--- config.mk ---
export PLATFORM = sky130hd
export DESIGN_NAME = branch_pred_local_param_flat
export DESIGN_NICKNAME = d
export VERILOG_FILES = /design/src/rtl/branch_pred_local_param_pkg.sv /design/src/rtl/branch_pred_local_param_if.sv /design/src/rtl/branch_pred_local_param_sat_cnt.sv /design/src/rtl/branch_pred_local_param.sv /design/src/flat_wrapper.sv
export SDC_FILE = /design/constraint.sdc
export NUM_CORES = 1
export LEC_CHECK = 0
export ABC_AREA = 1
export BUFFER_PORTS_ARGS = -buffer_cell sky130_fd_sc_hd__buf_2
export CAP_MARGIN = 20
export CORE_ASPECT_RATIO = 1.1
export CORE_UTILIZATION = 35
export DETAILED_ROUTE_END_ITERATION = 12
export MAX_ROUTING_LAYER = met4
export PLACE_DENSITY = 0.48
export SLEW_MARGIN = 20
export SYNTH_ARGS = -nofsm -noshare
export SYNTH_HDL_FRONTEND = slang
export SYNTH_SLANG_ARGS = --single-unit
--- constraint.sdc ---
create_clock -name clk -period 2.3 [get_ports clk]
set_input_delay 0.46 -clock clk [delete_from_list [all_inputs] [get_ports clk]]
set_output_delay 0.46 -clock clk [all_outputs]
set_load 0.01 [all_outputs]
--- src/rtl/branch_pred_local_param_pkg.sv ---
// Shared types and counter constants for the local-history branch predictor.
// Counters start one step below the taken threshold (weakly not-taken).
package branch_pred_local_param_pkg;

   typedef enum logic [1:0] {
      OpHold,
      OpInc,
      OpDec
   } cntOp_t;

   localparam int unsigned StatW = 32;

   function automatic int unsigned cntInit(input int unsigned w);
      return (1 << (w - 1)) - 1;
   endfunction

   function automatic int unsigned cntMax(input int unsigned w);
      return (1 << w) - 1;
   endfunction

endpackage

--- src/rtl/branch_pred_local_param_if.sv ---
// Datapath <-> predictor signal bundle: pipeline controls in, prediction and statistics out.
interface branch_pred_local_param_if;

   logic        pred_en;
   logic [31:0] pcF;
   logic        stallD;
   logic        flushD;
   logic        flushE;
   logic        flushM;
   logic        branchD;
   logic        branchM;
   logic        actual_takeM;
   logic        pred_takeD;
   logic        pred_wrongM;
   logic [31:0] br_cnt;
   logic [31:0] miss_cnt;

   modport master (
      output pred_en, pcF, stallD, flushD, flushE, flushM, branchD, branchM, actual_takeM,
      input  pred_takeD, pred_wrongM, br_cnt, miss_cnt
   );

   modport slave (
      input  pred_en, pcF, stallD, flushD, flushE, flushM, branchD, branchM, actual_takeM,
      output pred_takeD, pred_wrongM, br_cnt, miss_cnt
   );

endinterface

--- src/rtl/branch_pred_local_param_sat_cnt.sv ---
// Single saturating up/down counter; synchronous active-low reset loads the weakly-not-taken value.
module branch_pred_local_param_sat_cnt
   import branch_pred_local_param_pkg::*;
#(
   parameter int unsigned CNT_W = 2
) (
   input  logic             clk,
   input  logic             rst,
   input  cntOp_t           op,
   output logic [CNT_W-1:0] cnt
);

   localparam logic [CNT_W-1:0] Init = CNT_W'(cntInit(CNT_W));
   localparam logic [CNT_W-1:0] Max  = CNT_W'(cntMax(CNT_W));

   logic [CNT_W-1:0] cntQ;
   logic [CNT_W-1:0] cntNext;

   always_comb begin
      cntNext = cntQ;
      unique case (op)
         OpInc:   if (cntQ != Max) cntNext = cntQ + CNT_W'(1);
         OpDec:   if (cntQ != '0)  cntNext = cntQ - CNT_W'(1);
         default: cntNext = cntQ;
      endcase
   end

   always_ff @(posedge clk) begin
      if (!rst) cntQ <= Init;
      else      cntQ <= cntNext;
   end

   assign cnt = cntQ;

endmodule

--- src/rtl/branch_pred_local_param.sv ---
// Two-level local-history branch predictor: per-PC history table indexing a shared counter table,
// looked up in F, predicted in D, trained non-speculatively in M.
module branch_pred_local_param
   import branch_pred_local_param_pkg::*;
#(
   parameter int unsigned BHT_IDX_W = 6,
   parameter int unsigned HIST_W    = 4,
   parameter int unsigned CNT_W     = 2,
   parameter int unsigned PC_LSB    = 2
) (
   input logic                      clk,
   input logic                      rst,
   branch_pred_local_param_if.slave bus
);

   localparam int unsigned BhtN = 1 << BHT_IDX_W;
   localparam int unsigned PhtN = 1 << HIST_W;

   typedef struct packed {
      logic                 valid;
      logic [BHT_IDX_W-1:0] idx;
      logic [HIST_W-1:0]    hist;
      logic                 predTake;
   } tag_t;

   logic [BhtN-1:0][HIST_W-1:0] bhtQ;
   logic [PhtN-1:0][CNT_W-1:0]  phtCnt;

   logic [BHT_IDX_W-1:0] idxF;
   tag_t                 tagF, tagDQ, tagDOut, tagEQ, tagMQ;
   logic                 predTakeD, resolveM, predWrongM;
   logic [StatW-1:0]     brCntQ, missCntQ;

   assign idxF = bus.pcF[PC_LSB +: BHT_IDX_W];

   always_comb begin
      tagF          = '0;
      tagF.valid    = 1'b1;
      tagF.idx      = idxF;
      tagF.hist     = bhtQ[idxF];
      tagF.predTake = 1'b0;
   end

   assign predTakeD  = tagDQ.valid & bus.branchD & bus.pred_en & phtCnt[tagDQ.hist][CNT_W-1];
   assign resolveM   = tagMQ.valid & bus.branchM;
   assign predWrongM = resolveM & (tagMQ.predTake != bus.actual_takeM);

   // The prediction is frozen into the tag so later pred_en changes cannot alter it.
   always_comb begin
      tagDOut          = tagDQ;
      tagDOut.predTake = predTakeD;
   end

   always_ff @(posedge clk) begin
      if (!rst) begin
         tagDQ <= '0;
         tagEQ <= '0;
         tagMQ <= '0;
      end else begin
         if (bus.flushD)      tagDQ <= '0;
         else if (!bus.stallD) tagDQ <= tagF;
         tagEQ <= bus.flushE ? '0 : tagDOut;
         tagMQ <= bus.flushM ? '0 : tagEQ;
      end
   end

   // History update uses the tag's own history, not the (possibly newer) table entry.
   always_ff @(posedge clk) begin
      if (!rst) begin
         bhtQ <= '0;
      end else if (resolveM) begin
         bhtQ[tagMQ.idx] <= {tagMQ.hist[HIST_W-2:0], bus.actual_takeM};
      end
   end

   for (genvar g = 0; g < PhtN; g++) begin : gPht
      cntOp_t op;

      always_comb begin
         op = OpHold;
         if (resolveM && (tagMQ.hist == HIST_W'(g))) op = bus.actual_takeM ? OpInc : OpDec;
      end

      branch_pred_local_param_sat_cnt #(
         .CNT_W(CNT_W)
      ) uCnt (
         .clk(clk),
         .rst(rst),
         .op (op),
         .cnt(phtCnt[g])
      );
   end

   always_ff @(posedge clk) begin
      if (!rst) begin
         brCntQ   <= '0;
         missCntQ <= '0;
      end else begin
         if (resolveM && (brCntQ != '1))     brCntQ   <= brCntQ + StatW'(1);
         if (predWrongM && (missCntQ != '1)) missCntQ <= missCntQ + StatW'(1);
      end
   end

   assign bus.pred_takeD  = predTakeD;
   assign bus.pred_wrongM = predWrongM;
   assign bus.br_cnt      = brCntQ;
   assign bus.miss_cnt    = missCntQ;

endmodule

--- src/flat_wrapper.sv ---
// flat-port wrapper written by rule: the top's interface ports become plain ports
module branch_pred_local_param_flat import branch_pred_local_param_pkg::*;
#(
   parameter int unsigned BHT_IDX_W = 6,
   parameter int unsigned HIST_W    = 4,
   parameter int unsigned CNT_W     = 2,
   parameter int unsigned PC_LSB    = 2
)
  (clk, rst, bus_pred_en, bus_pcF, bus_stallD, bus_flushD, bus_flushE, bus_flushM, bus_branchD, bus_branchM, bus_actual_takeM, bus_pred_takeD, bus_pred_wrongM, bus_br_cnt, bus_miss_cnt);
  branch_pred_local_param_if bus_i ();
  input logic clk;
  input logic rst;
  input wire logic [$bits(bus_i.pred_en)-1:0] bus_pred_en;
  input wire logic [$bits(bus_i.pcF)-1:0] bus_pcF;
  input wire logic [$bits(bus_i.stallD)-1:0] bus_stallD;
  input wire logic [$bits(bus_i.flushD)-1:0] bus_flushD;
  input wire logic [$bits(bus_i.flushE)-1:0] bus_flushE;
  input wire logic [$bits(bus_i.flushM)-1:0] bus_flushM;
  input wire logic [$bits(bus_i.branchD)-1:0] bus_branchD;
  input wire logic [$bits(bus_i.branchM)-1:0] bus_branchM;
  input wire logic [$bits(bus_i.actual_takeM)-1:0] bus_actual_takeM;
  output wire logic [$bits(bus_i.pred_takeD)-1:0] bus_pred_takeD;
  output wire logic [$bits(bus_i.pred_wrongM)-1:0] bus_pred_wrongM;
  output wire logic [$bits(bus_i.br_cnt)-1:0] bus_br_cnt;
  output wire logic [$bits(bus_i.miss_cnt)-1:0] bus_miss_cnt;
  assign bus_i.pred_en = bus_pred_en;
  assign bus_i.pcF = bus_pcF;
  assign bus_i.stallD = bus_stallD;
  assign bus_i.flushD = bus_flushD;
  assign bus_i.flushE = bus_flushE;
  assign bus_i.flushM = bus_flushM;
  assign bus_i.branchD = bus_branchD;
  assign bus_i.branchM = bus_branchM;
  assign bus_i.actual_takeM = bus_actual_takeM;
  assign bus_pred_takeD = bus_i.pred_takeD;
  assign bus_pred_wrongM = bus_i.pred_wrongM;
  assign bus_br_cnt = bus_i.br_cnt;
  assign bus_miss_cnt = bus_i.miss_cnt;
  branch_pred_local_param #(.BHT_IDX_W(BHT_IDX_W), .HIST_W(HIST_W), .CNT_W(CNT_W), .PC_LSB(PC_LSB)) u_core (.clk(clk), .rst(rst), .bus(bus_i));
endmodule
== Yosys cells after proc, flatten, opt, wreduce, memory -nomap -nowiden ==
Cells that the tools add are included.
Storage, ports and cells
  register bits after elaboration: 387
  bits of input ports: 42
  output and inout port bits: 66
  word-level logic and storage cells: 378
Cells by class
  $add $sub $neg: 34
  $lt $le $gt $ge: 4
  eq/ne operators: 98
  multiplexer cells: 72
  bitwise gates (word level): 6
  reductions and logical operators: 71
Operators with widths (number)
  256-bit bitwise mux: 1
  2-bit two-way mux: 50
  2-bit != test, second input constant: 48
  32-bit by 1-bit adder with 32-bit output, second input constant: 2
  32-bit != test, second input constant: 2
  2-bit one-hot mux with 2 select lines: 16
  2-bit nonzero test: 32
  3-bit AND reduction: 16
  2-bit by 1-bit adder with 2-bit output, second input constant: 16
  2-bit by 1-bit equality test with 1-bit output, second input constant: 16
  2-bit equality test, second input constant: 16
  4-bit equality test, second input constant: 8
  2-bit by 1-bit subtractor with 2-bit output, second input constant: 16
  4-bit binary-select mux with 6-bit select: 1
  4-bit demux with 6-bit select: 1
  1-bit logical AND: 19
  4-bit by 3-bit equality test with 1-bit output, second input constant: 4
  6-bit by 7-bit < comparator with 1-bit output, second input constant: 2
  2-bit binary-select mux with 4-bit select: 1
  4-bit by 2-bit equality test with 1-bit output, second input constant: 2
  4-bit two-way mux: 2
  6-bit by 1-bit greater-or-equal comparator with 1-bit output, second input constant: 1
  2-bit OR reduction: 3
  1-bit bitwise AND: 5
  other kinds (5): 5

== Logic depth before layout (Yosys ltp) ==
  depth in word-level cells: 6
  gate-level depth with buffers: 13
  gate-level depth less buffers: 11

== Modules after synthesis ==
A second synthesis with hierarchy kept.
Second synthesis, totals
  cell total of the unflattened synthesis: 2716
  area total of the unflattened synthesis: 18466.5 sq um
Modules (own cells, without submodules)
  branch_pred_local_param: instances 1, cells each 2428, area each 16744.8 sq um, seq. area each 7106.8 sq um
  branch_pred_local_param_sat_cnt: instances 16, cells each 18, area each 107.6 sq um, seq. area each 40.0 sq um

== Worst setup path before layout ==
No wires, ideal clock.
  path type: register -> register
  start point: register u_core.missCntQ[1], in the netlist u_core.bus.miss_cnt[1]
  end point: register u_core.missCntQ[1], in the netlist u_core.bus.miss_cnt[1]
  library setup time: 0.116 ns
  arrival: 1.676 ns
  required time: 2.184 ns
  slack: 0.508 ns
  stages on the path, launching flop included: 13
  buffers on the path: 2
  clock period less this slack: 1.792 ns
  cell sequence: dfxtp_1 ha_1 nand2_1 nor2_1 nand2_2 nor2_2 nand2_1 nand2_2 inv_2 buf_6 buf_6 nor2_1 nor2_1
Between the ends
  longest elaborated chain between the ends: 2
  elaborated cells on any way between the ends: 3
  those cells by class: 1 x add/sub; 1 x eq/ne; 1 x reduce/logical
RTL lines
  start: declaration: RTL line branch_pred_local_param.sv:32  | logic [StatW-1:0] brCntQ, missCntQ;
  start signal: assignment: RTL line branch_pred_local_param.sv:100  | if (predWrongM && (missCntQ != '1)) missCntQ <= missCntQ + StatW'(1);
  branches (longest 2 deep; another with 32-bit by 1-bit adder with 32-bit output)
Parallel ways; which one is timed is not known.
A chain may end at the register's enable or synchronous reset.

== Final worst setup path ==
  start point: register u_core.tagDQ, in the netlist u_core.tagDOut[1]
  end point: output bus_pred_takeD
Between the ends
  longest elaborated chain between the ends: 3
RTL lines
  start: declaration: RTL line branch_pred_local_param.sv:30  | tag_t tagF, tagDQ, tagDOut, tagEQ, tagMQ;
  start signal: assignment: RTL line branch_pred_local_param.sv:61  | else if (!bus.stallD) tagDQ <= tagF;
  2-bit binary-select mux with 4-bit select: RTL line branch_pred_local_param.sv:44  | assign predTakeD = tagDQ.valid & bus.branchD & bus.pred_en & phtCnt[tagDQ.hist][CNT_W-1];
  2-bit two-way mux (implied by the code): RTL line branch_pred_local_param.sv:44
  1-bit bitwise AND: RTL line branch_pred_local_param.sv:44
  end: declaration: RTL line flat_wrapper.sv:22  | output wire logic [$bits(bus_i.pred_takeD)-1:0] bus_pred_takeD;
No other way between the ends. The select of a mux whose other input is x is not followed.

==> results.cfg <==
[yosys]
synthFlopType = dfxtp_1
synth.top_cell.area_share = 0.4294
synth_common_cells = nand2_1, dfxtp_1, a21oi_1
syn_inst = 2524
ys_types = 40
synth_area_leaders = dfxtp_1, nand2_1, a21oi_1, nand3_1, o21ai_0
netlist_area_mm2 = 0.01804
asyncSetResetFlopFracSynth = 0
synth.yosys.warnings = 0
synth_top_area_cell = dfxtp_1
synth_edf_count = 0
synth-seq-cells = 387
yosysSeqAreaShare = 0.4294
yosysMostFrequentCell = nand2_1
avgSynthCellArea_um2 = 7.149
syn_nets = 2568

[setup_path]
cp_max_fo = 6
max_stage_delay_ps = 370
cp_data_arrival_time_ps = 1830
endpoint_kind = primary output
path_class = reg2out
required_ps = 1840
worst-path-buf-inv = 3
cp_slowest_cell = dfxtp_4
ff2ff_setup_slack_ps = 280
worstSetupStartpointType = flip-flop
crit_family = flip-flops
cp_cell_sequence = inv_6, buf_4, nor2_1, o211ai_1, nand3_1, a21oi_2, buf_2

[timing]
holdWs_ps = 232.9
final.period_utilization = 0.9951
setup_tns_ps = 0
finalSetupViolCount = 0
min_period_ps = 2289
slew_viol_final = 0
finClkSkew_ps = 16.88
grt_setup_unrepaired = true
relSlewSlack = 0.4046
worst_pin_slew_ps = 893.1
hold_viol = 0
max_freq_mhz = 436.9

[die]
pin_count = 108
die_x_um = 218.5
chipHeight_um = 240.1
placementRows = 86
die_area_mm2 = 0.05247
coreArea_mm2 = 0.05047
initial_core_util = 0.3575

[power]
seqPwrFrac = 0.441
power.switching_uw = 3472
switching_share = 0.2278
powerDensity_mw_per_mm2 = 727.1
vdd_drop_max_uv = 528.6
clkPwrFrac = 0.514
internal-power_uw = 11770
finalPower_uw = 15240
power.leakage_uw = 0.007646
p_comb_frac = 0.045

[cts]
cts.sinks = 387
cts.clk_slew.worst_paths_ps = 60
clockBufferDepth = 3
cts_root_buf = clkbuf_16
clock_latency_ps = 580
cts_max_level = 2
cts_tree = done
cts_hold_buf = 0
numCtsBuffers = 45

[routing]
routed_wirelength_um = 55490
drtIter0Drc = 1215
drt_pass1_iterations = 6
avgViaCountPerCell = 5.152
vias = 16840
wl_per_cell_um = 16.98
drc = 0
drtAntennaViolNets = 0

[place]
place_congestion = 0.8603
dp_hpwl_um = 35520
io_buffers = 81

[global_routing]
grt_pass1_wl_um = 88140
grt_max_degree = 187
grt_overflow = 0
gr-usage-all-layers = 0.2183
antenna_found_initial = 1
first_global_vias = 16020

[final_layout]
multi_input_area_mm2 = 0.009054
final_nets = 2617
drive_gt1_frac = 0.1315
fillers = 5240
seqCellArea_mm2 = 0.007757
area_growth_pct = 16.18

[status]
outcome = finished clean

[run]
max-cap-violations = 0

[hold_path]
hp-class = in2reg
-- routing by layer --
| layer | wire (um) | GRT usage |
|---|---|---|
| met3 | 2170 | 0.02479 |
| met5 | 0 | - |
| met1 | 25870 | 0.2816 |
| met4 | 1448 | 0.07205 |
| met2 | 26000 | 0.3540 |
-- registers in the layout, summed over array words and instances, names as in the netlist --
signal,cells
u_core.bhtQ,256
u_core.bus.br_cnt,32
u_core.bus.miss_cnt,32
u_core.gPht.uCnt.cnt,32
u_core.tagEQ,12
u_core.tagMQ,12
u_core.tagDOut,11
-- area by class of cell --
cell class / instances / share of cell area
multi-input cells: 1829 / 0.4319
flip-flops and latches: 387 / 0.3701
clock buffers: 58 / 0.05987
repair buffers: 145 / 0.05103
well taps: 660 / 0.03939
inverters: 165 / 0.03032
clock inverters: 24 / 0.01731
diodes: 1 / 0.0001194
-- repair_timing --
item,in CTS,in global routing
buffers inserted,6,0
pin swaps,7,4
cloned,0,0
gates resized for setup,18,3
endpoints found under the setup margin,1,4
-- power groups by stage --
stage               clock network [uW]  logic [uW]  registers (uW)
global route                      8360         742            6720
finish                            7840         679            6730
global placement                     0         667            6870
CTS                               8060         684            6720
detailed placement                   0         669            6870
floorplan                            0         425            6870
-- logic make-up (layout without fill, tap and decap cells) --
kind of cell	after synthesis	after routing	synth area share
fa+ha+maj	2	2	0.001387
simple gates	1116	1116	0.2910
flops	387	387	0.4294
xor+xnor	39	39	0.01893
compound gates	672	672	0.1896
buf+inv	308	392	0.06976
other cells	0	1	0
-- worst reg2reg max path, stage by stage (launching register included) --
cell,delay (ps)
dfxtp_1,390
ha_1,260
nand2_1,80
nor2_1,200
nand2_2,110
nor2_2,160
nand2_1,80
nand2_2,170
buf_4,220
nor2_1,50
o21ai_0,140
nor2_1,50
-- stage by stage --
stage                     instances  instance area [um^2]  worst slack (ps)  utilization
after floorplan                2524                 18040             508.3            -
after global placement         3180                 19250             226.3       0.3814
after detailed placement       3180                 19250             222.6       0.3814
after CTS                      3268                 20960            -25.20       0.4153
after global routing           3269                 20960            -80.68       0.4154
final                          3269                 20960             11.22       0.4154
-- worst paths after layout --
path	from	endpoint	depth (start not counted)
max	u_core.tagDOut[1]$_SDFFE_PP0N_	bus_pred_takeD	7
min	bus_pred_en	u_core.tagEQ[0]$_SDFF_PP0_	3
max reg2reg	u_core.bus.miss_cnt[1]$_SDFFE_PN0P_	u_core.bus.miss_cnt[8]$_SDFFE_PN0P_	11
min reg2reg	u_core.tagEQ[5]$_SDFF_PP0_	u_core.tagMQ[5]$_SDFF_PP0_	2
-- cell usage in the layout, fill, tap and decap left out, types with 4 or more instances in the layout --
cell / n
inv_6: 4
dfxtp_1: 383
inv_2: 20
buf_4: 51
o21ai_0: 279
clkbuf_8: 8
clkbuf_1: 5
nand3b_1: 5
xor2_1: 25
o211ai_1: 11
nand2_1: 530
nor2_2: 11
nor3_1: 44
clkinv_2: 11
nor2_4: 55
nor2_1: 142
bufinv_16: 9
buf_2: 79
clkbuf_16: 45
a21oi_1: 357
inv_1: 139
xnor2_1: 14
o21ai_1: 12
nor3_4: 5
buf_12: 14
nand3_2: 5
nand2_2: 6
nand3_1: 291
nand4_1: 14
Power figures use the tool's default switching activity.
